===== src/rtl/lcd_frame_scheduler.sv =====
// Streams the framebuffer to the panel page by page over the shared I2C byte
// transmitter: three address commands per page, then 128 column data bytes.
module lcd_frame_scheduler #(
  parameter int unsigned COL_OFFSET = 0,
  parameter logic [7:0]  CMD_CTRL   = 8'h00,
  parameter logic [7:0]  DATA_CTRL  = 8'h40
) (
  input  logic       clk,
  input  logic       rst,
  input  logic       enable,
  input  logic       frame_req,
  output logic [9:0] fb_addr,
  input  logic [7:0] fb_rdata,
  output logic [7:0] reg_addr,
  output logic [7:0] tx_data,
  output logic       tx_en,
  input  logic       tx_done,
  output logic       busy,
  output logic       frame_done
);
  typedef enum logic [2:0] {S_IDLE, S_ISSUE, S_WAIT, S_FETCH, S_LOAD} state_e;
  typedef enum logic [1:0] {PH_PAGE, PH_COLH, PH_COLL, PH_DATA} phase_e;

  localparam logic [7:0] COL_OFF  = 8'(COL_OFFSET);
  localparam logic [7:0] PAGE_CMD = 8'hB0;
  localparam logic [7:0] COLH_CMD = 8'h10 | {4'h0, COL_OFF[7:4]};
  localparam logic [7:0] COLL_CMD = {4'h0, COL_OFF[3:0]};

  state_e     state_q, state_d;
  phase_e     phase_q, phase_d;
  logic [2:0] page_q, page_d;
  logic [6:0] col_q, col_d;
  logic       pending_q, pending_d;
  logic [9:0] fb_addr_q, fb_addr_d;
  logic [7:0] reg_addr_q, reg_addr_d;
  logic [7:0] tx_data_q, tx_data_d;
  logic       frame_done_q, frame_done_d;

  always_comb begin
    // NOTE: every signal gets its hold value first so no path through the case
    // leaves one unassigned, which would otherwise infer a latch.
    state_d      = state_q;
    phase_d      = phase_q;
    page_d       = page_q;
    col_d        = col_q;
    pending_d    = pending_q;
    fb_addr_d    = fb_addr_q;
    reg_addr_d   = reg_addr_q;
    tx_data_d    = tx_data_q;
    frame_done_d = 1'b0;

    // One request can be parked while a frame is running; extras are dropped.
    if (frame_req && enable && state_q != S_IDLE) pending_d = 1'b1;

    unique case (state_q)
      S_IDLE: begin
        if (enable && (frame_req || pending_q)) begin
          pending_d  = 1'b0;
          page_d     = '0;
          col_d      = '0;
          phase_d    = PH_PAGE;
          reg_addr_d = CMD_CTRL;
          tx_data_d  = PAGE_CMD;
          state_d    = S_ISSUE;
        end
      end
      S_ISSUE: state_d = S_WAIT;
      S_WAIT: begin
        if (tx_done) begin
          unique case (phase_q)
            PH_PAGE: begin
              phase_d    = PH_COLH;
              reg_addr_d = CMD_CTRL;
              tx_data_d  = COLH_CMD;
              state_d    = S_ISSUE;
            end
            PH_COLH: begin
              phase_d    = PH_COLL;
              reg_addr_d = CMD_CTRL;
              tx_data_d  = COLL_CMD;
              state_d    = S_ISSUE;
            end
            PH_COLL: begin
              phase_d   = PH_DATA;
              fb_addr_d = {page_q, col_q};
              state_d   = S_FETCH;
            end
            PH_DATA: begin
              if (col_q != 7'd127) begin
                col_d     = col_q + 7'd1;
                fb_addr_d = {page_q, col_d};
                state_d   = S_FETCH;
              end else if (page_q != 3'd7) begin
                page_d     = page_q + 3'd1;
                col_d      = '0;
                phase_d    = PH_PAGE;
                reg_addr_d = CMD_CTRL;
                tx_data_d  = PAGE_CMD | {5'b0, page_d};
                state_d    = S_ISSUE;
              end else begin
                frame_done_d = 1'b1;
                state_d      = S_IDLE;
              end
            end
            default: state_d = S_IDLE;
          endcase
        end
      end
      // The RAM word for fb_addr is on fb_rdata during LOAD.
      S_FETCH: state_d = S_LOAD;
      S_LOAD: begin
        reg_addr_d = DATA_CTRL;
        tx_data_d  = fb_rdata;
        state_d    = S_ISSUE;
      end
      default: state_d = S_IDLE;
    endcase
  end

  always_ff @(posedge clk) begin
    // NOTE: state registers use non-blocking assignment so every flop samples
    // the values from before this edge, independent of statement order.
    if (rst) begin
      state_q      <= S_IDLE;
      phase_q      <= PH_PAGE;
      page_q       <= '0;
      col_q        <= '0;
      pending_q    <= 1'b0;
      fb_addr_q    <= '0;
      reg_addr_q   <= '0;
      tx_data_q    <= '0;
      frame_done_q <= 1'b0;
    end else begin
      state_q      <= state_d;
      phase_q      <= phase_d;
      page_q       <= page_d;
      col_q        <= col_d;
      pending_q    <= pending_d;
      fb_addr_q    <= fb_addr_d;
      reg_addr_q   <= reg_addr_d;
      tx_data_q    <= tx_data_d;
      frame_done_q <= frame_done_d;
    end
  end

  assign fb_addr    = fb_addr_q;
  assign reg_addr   = reg_addr_q;
  assign tx_data    = tx_data_q;
  assign tx_en      = (state_q == S_ISSUE);
  assign busy       = (state_q != S_IDLE);
  assign frame_done = frame_done_q;

endmodule


===== config.mk =====
export PLATFORM = sky130hd
export DESIGN_NAME = lcd_frame_scheduler
export DESIGN_NICKNAME = d
export VERILOG_FILES = /design/src/rtl/lcd_frame_scheduler.sv
export SDC_FILE = /design/constraint.sdc
export NUM_CORES = 1
export LEC_CHECK = 0
export CAP_MARGIN = 10
export CELL_PAD_IN_SITES_DETAIL_PLACEMENT = 1
export CELL_PAD_IN_SITES_GLOBAL_PLACEMENT = 2
export CORE_MARGIN = 3
export CORE_UTILIZATION = 30
export CTS_CLUSTER_SIZE = 16
export DETAILED_ROUTE_END_ITERATION = 8
export PLACE_DENSITY_LB_ADDON = 0.1
export SLEW_MARGIN = 20
export SYNTH_ARGS = -nofsm -noshare
export SYNTH_HDL_FRONTEND = slang
export SYNTH_SLANG_ARGS = --single-unit
export TNS_END_PERCENT = 30

===== constraint.sdc =====
create_clock -name clk -period 2.3 [get_ports clk]
set_input_delay 0.345 -clock clk [delete_from_list [all_inputs] [get_ports clk]]
set_output_delay 0.345 -clock clk [all_outputs]
set_load 0.02 [all_outputs]

==> reports/results.tsv <==
stage	metric	value	unit
pwr	powerDensity	539	nW/um2
die	pin_count	42	
critical_path	worst-path-max-fanout	16	
timing	setup_viol	0	
synthesis	synth-seq-cells	36	
final_layout	final_cell_area	2540	um2
timing	slew_viol_final	0	
critical_path	worstSetupStartpointType	flop	
place	place.gp.congestion	0.733	
detailed_routing	viasPerCell	5.05	
hold_path	hold_class	flop to flop	
clock_network	clock_path_buffers	2	
detailed_routing	wl	5190	um
detailed_routing	drtPass1Iterations	4	
clock_network	cts_tree	done	
critical_path	r2r-start	page_q[0]	
synthesis	synthesis.area	2010	um2
synthesis	synth.area.top_cells	dfxtp_1 36%, ha_1 5.6%, a21oi_1 5.5%, a211oi_2 3.1%, o21ai_0 3.0%	
clock_network	clock_sinks	36	
synthesis	synth_top_area_share	35.9	%
timing	slew_headroom	58.3	%
synthesis	async_flop_share	0	%
clock_network	cts_buffers	5	
die	dieArea	7710	um2
critical_path	end_kind	output pin	
detailed_routing	post-route-drc-count	0	
pwr	p_leak	0.872	nW
critical_path	slowest_stage	dfxtp_1	
synthesis	synth.most_common_cell	dfxtp_1	
timing	fin_crit_sh	94.2	%
critical_path	worstPathRequired	1.96	ns
die	core.rowCount	29	
critical_path	r2r_slack	0.25	ns
detailed_routing	avgRoutedWirePerCell	15.1	um
timing	rsz0062_at_grt	false	
synthesis	ys.flop_type	dfxtp_1	
critical_path	crit_path_max_incr_delay	0.72	ns
pwr	max-vdd-ir-drop	0.241	mV
critical_path	reg2regPathDepth	7	
synthesis	synth_edf_count	0	
clock_network	cts_setup_buffers	0	
timing	period_needed	2.17	ns
global_route	grt.overflow.total	0	
place	numPortBuffers	34	
critical_path	cp-startpoint	state_q[2]	
global_route	grt_pass1_vias	1736	
synthesis	synth.avg_cell_area	8.76	um2
detailed_routing	ant_nets	0	
global_route	grt_max_degree	17	
timing	fin_skew	0.00433	ns
final_layout	nets	288	
timing	finalSetupTns	0	ns
synthesis	synth_commonest_cells	36 x dfxtp_1, 22 x a21oi_1, 16 x nand2_1, 16 x nor2_1, 12 x o21ai_0	
critical_path	cp.arrival	1.82	ns
die	core	6420	um2
detailed_routing	vias	1738	
critical_path	path_class	flop to output pin	
run_status	outcome	finished, final reports clean	
hold_path	hold_start	tx_data[1]	
clock_network	clock-root-buffer	clkbuf_8	
timing	clock.fmax	0.462	GHz
die	die_w	87.8	um
synthesis	seq_area_frac_synth	35.9	%
place	placed_area	2420	um2
synthesis	synthCells	229	
synthesis	synth.largest_area_cell	dfxtp_1	
final_layout	layout-drive-gt1-share	15.7	%
clock_network	h-tree-depth	2	
place	post-place-ws	0.202	ns
final_layout	fin_util	39.6	%
global_route	grt_pass1_wl	8780	um
timing	tightest_slew	0.624	ns
critical_path	reg2reg_to	tx_data[4]	
timing	worst_slack	0.134	ns
final_layout	num_antenna_cells	0	
synthesis	synth.distinct_cells	51	
synthesis	synth_warnings	0	
job	drv_cap	0	
global_route	antenna_found_initial	0	
global_route	track_usage	14.6	%
die	die-height	87.8	um
critical_path	endpoint	busy	
die	start_util	31.2	%
timing	hold_viol	0	
clock_network	hold_buffers	0	
place	hpwlAfterDp	3870	um
final_layout	area_growth	26.8	%
clock_network	path_clk_slew	0.08	ns
pwr	power	1.37	mW
clock_network	clk_latency	0.30	ns
critical_path	critical_path.cell_chain	or3_1 > clkdlybuf4s50_1	
detailed_routing	drtIter0Drc	48	
-- critical path: cells and delay by family (launching register included) --
| family | cells | cell delay [ns] |
|---|---|---|
| DFF | 1 | 0.72 |
| buffers and inverters | 1 | 0.59 |
| and+or+nand+nor | 1 | 0.21 |
-- registers in the layout, indices dropped and copies added, names as in the netlist --
name and flops:
state_q 3, tx_data 8, fb_addr 10, page_q 3, phase_q 2, reg_addr 1, col_q 7, pending_q 1
frame_done 1
-- through the flow --
stage | hold slack (ns) | cells
final | 0.471 | 344
after CTS | 0.484 | 344
after global placement | 0.465 | 336
after floorplan | 0.462 | 235
after global routing | 0.504 | 344
after detailed placement | 0.473 | 336
-- worst min-delay path by stage --
stage	depth (start not counted)	endpoint	slack, ns
floorplan	2	page_q[1]	0.46
global placement	2	tx_data[1]	0.46
detailed placement	2	tx_data[1]	0.47
CTS	2	tx_data[1]	0.48
global route	2	tx_data[7]	0.50
finish	2	tx_data[1]	0.47
-- layer usage --
layer  track usage (%)  routed length, um  vias to the layer above
met5                 0                  0                        -
met4              5.02                 72                        0
met3              3.10                146                        6
li1                  -                  -                      886
met2              23.4               2390                       28
met1              19.4               2580                      818
-- cell usage in the layout (no fill, tap or decap), types with 2 or more instances in the layout --
master and n:
dfxtp_1 35, clkdlybuf4s50_1 34, a21oi_1 22, nand2_1 16, nor2_1 16, o21ai_0 12, buf_4 12, ha_1 9
nand3_1 8, or3_1 7, inv_1 7, conb_1 7, a211oi_2 5, clkbuf_8 5, and3_1 4, xor2_1 4
mux2i_1 4, o31ai_1 4, nor3_1 4, nand2b_1 3, or3b_2 3, nor2b_1 3, a211oi_1 3, a22oi_1 3
nor3b_1 2, o211ai_2 2, o21ai_1 2, nand4_1 2, or2_2 2, a32oi_1 2
-- logic make-up after synthesis --
| family | synth area share, % |
|---|---|
| simple gates | 24.3 |
| buf+inv | 7.92 |
| fa+ha+maj | 5.61 |
| other cells | 0.187 |
| flops | 35.9 |
| compound gates | 21.9 |
| xor+xnor | 2.18 |
| mux | 2.00 |
-- area by class of cell --
type	count	area, um2
clock inverters	3	42.5
multi-input cells	170	1160
inverters	7	26.3
flip-flops and latches	36	722
fillers	767	3880
repair buffers	46	430
clock buffers	5	68.8
well taps	77	96.3
-- what timing repair did --
action                     CTS  global route
setup endpoints to repair    1             5
gates resized for setup      1             1
pin swaps                    0             0
-- report_power, final --
| group | switching (mW) | internal, mW |
|---|---|---|
| sequential | 0.0120 | 0.633 |
| clock | 0.252 | 0.321 |
| combinational | 0.0849 | 0.0695 |
Power figures use the tool's default switching activity.
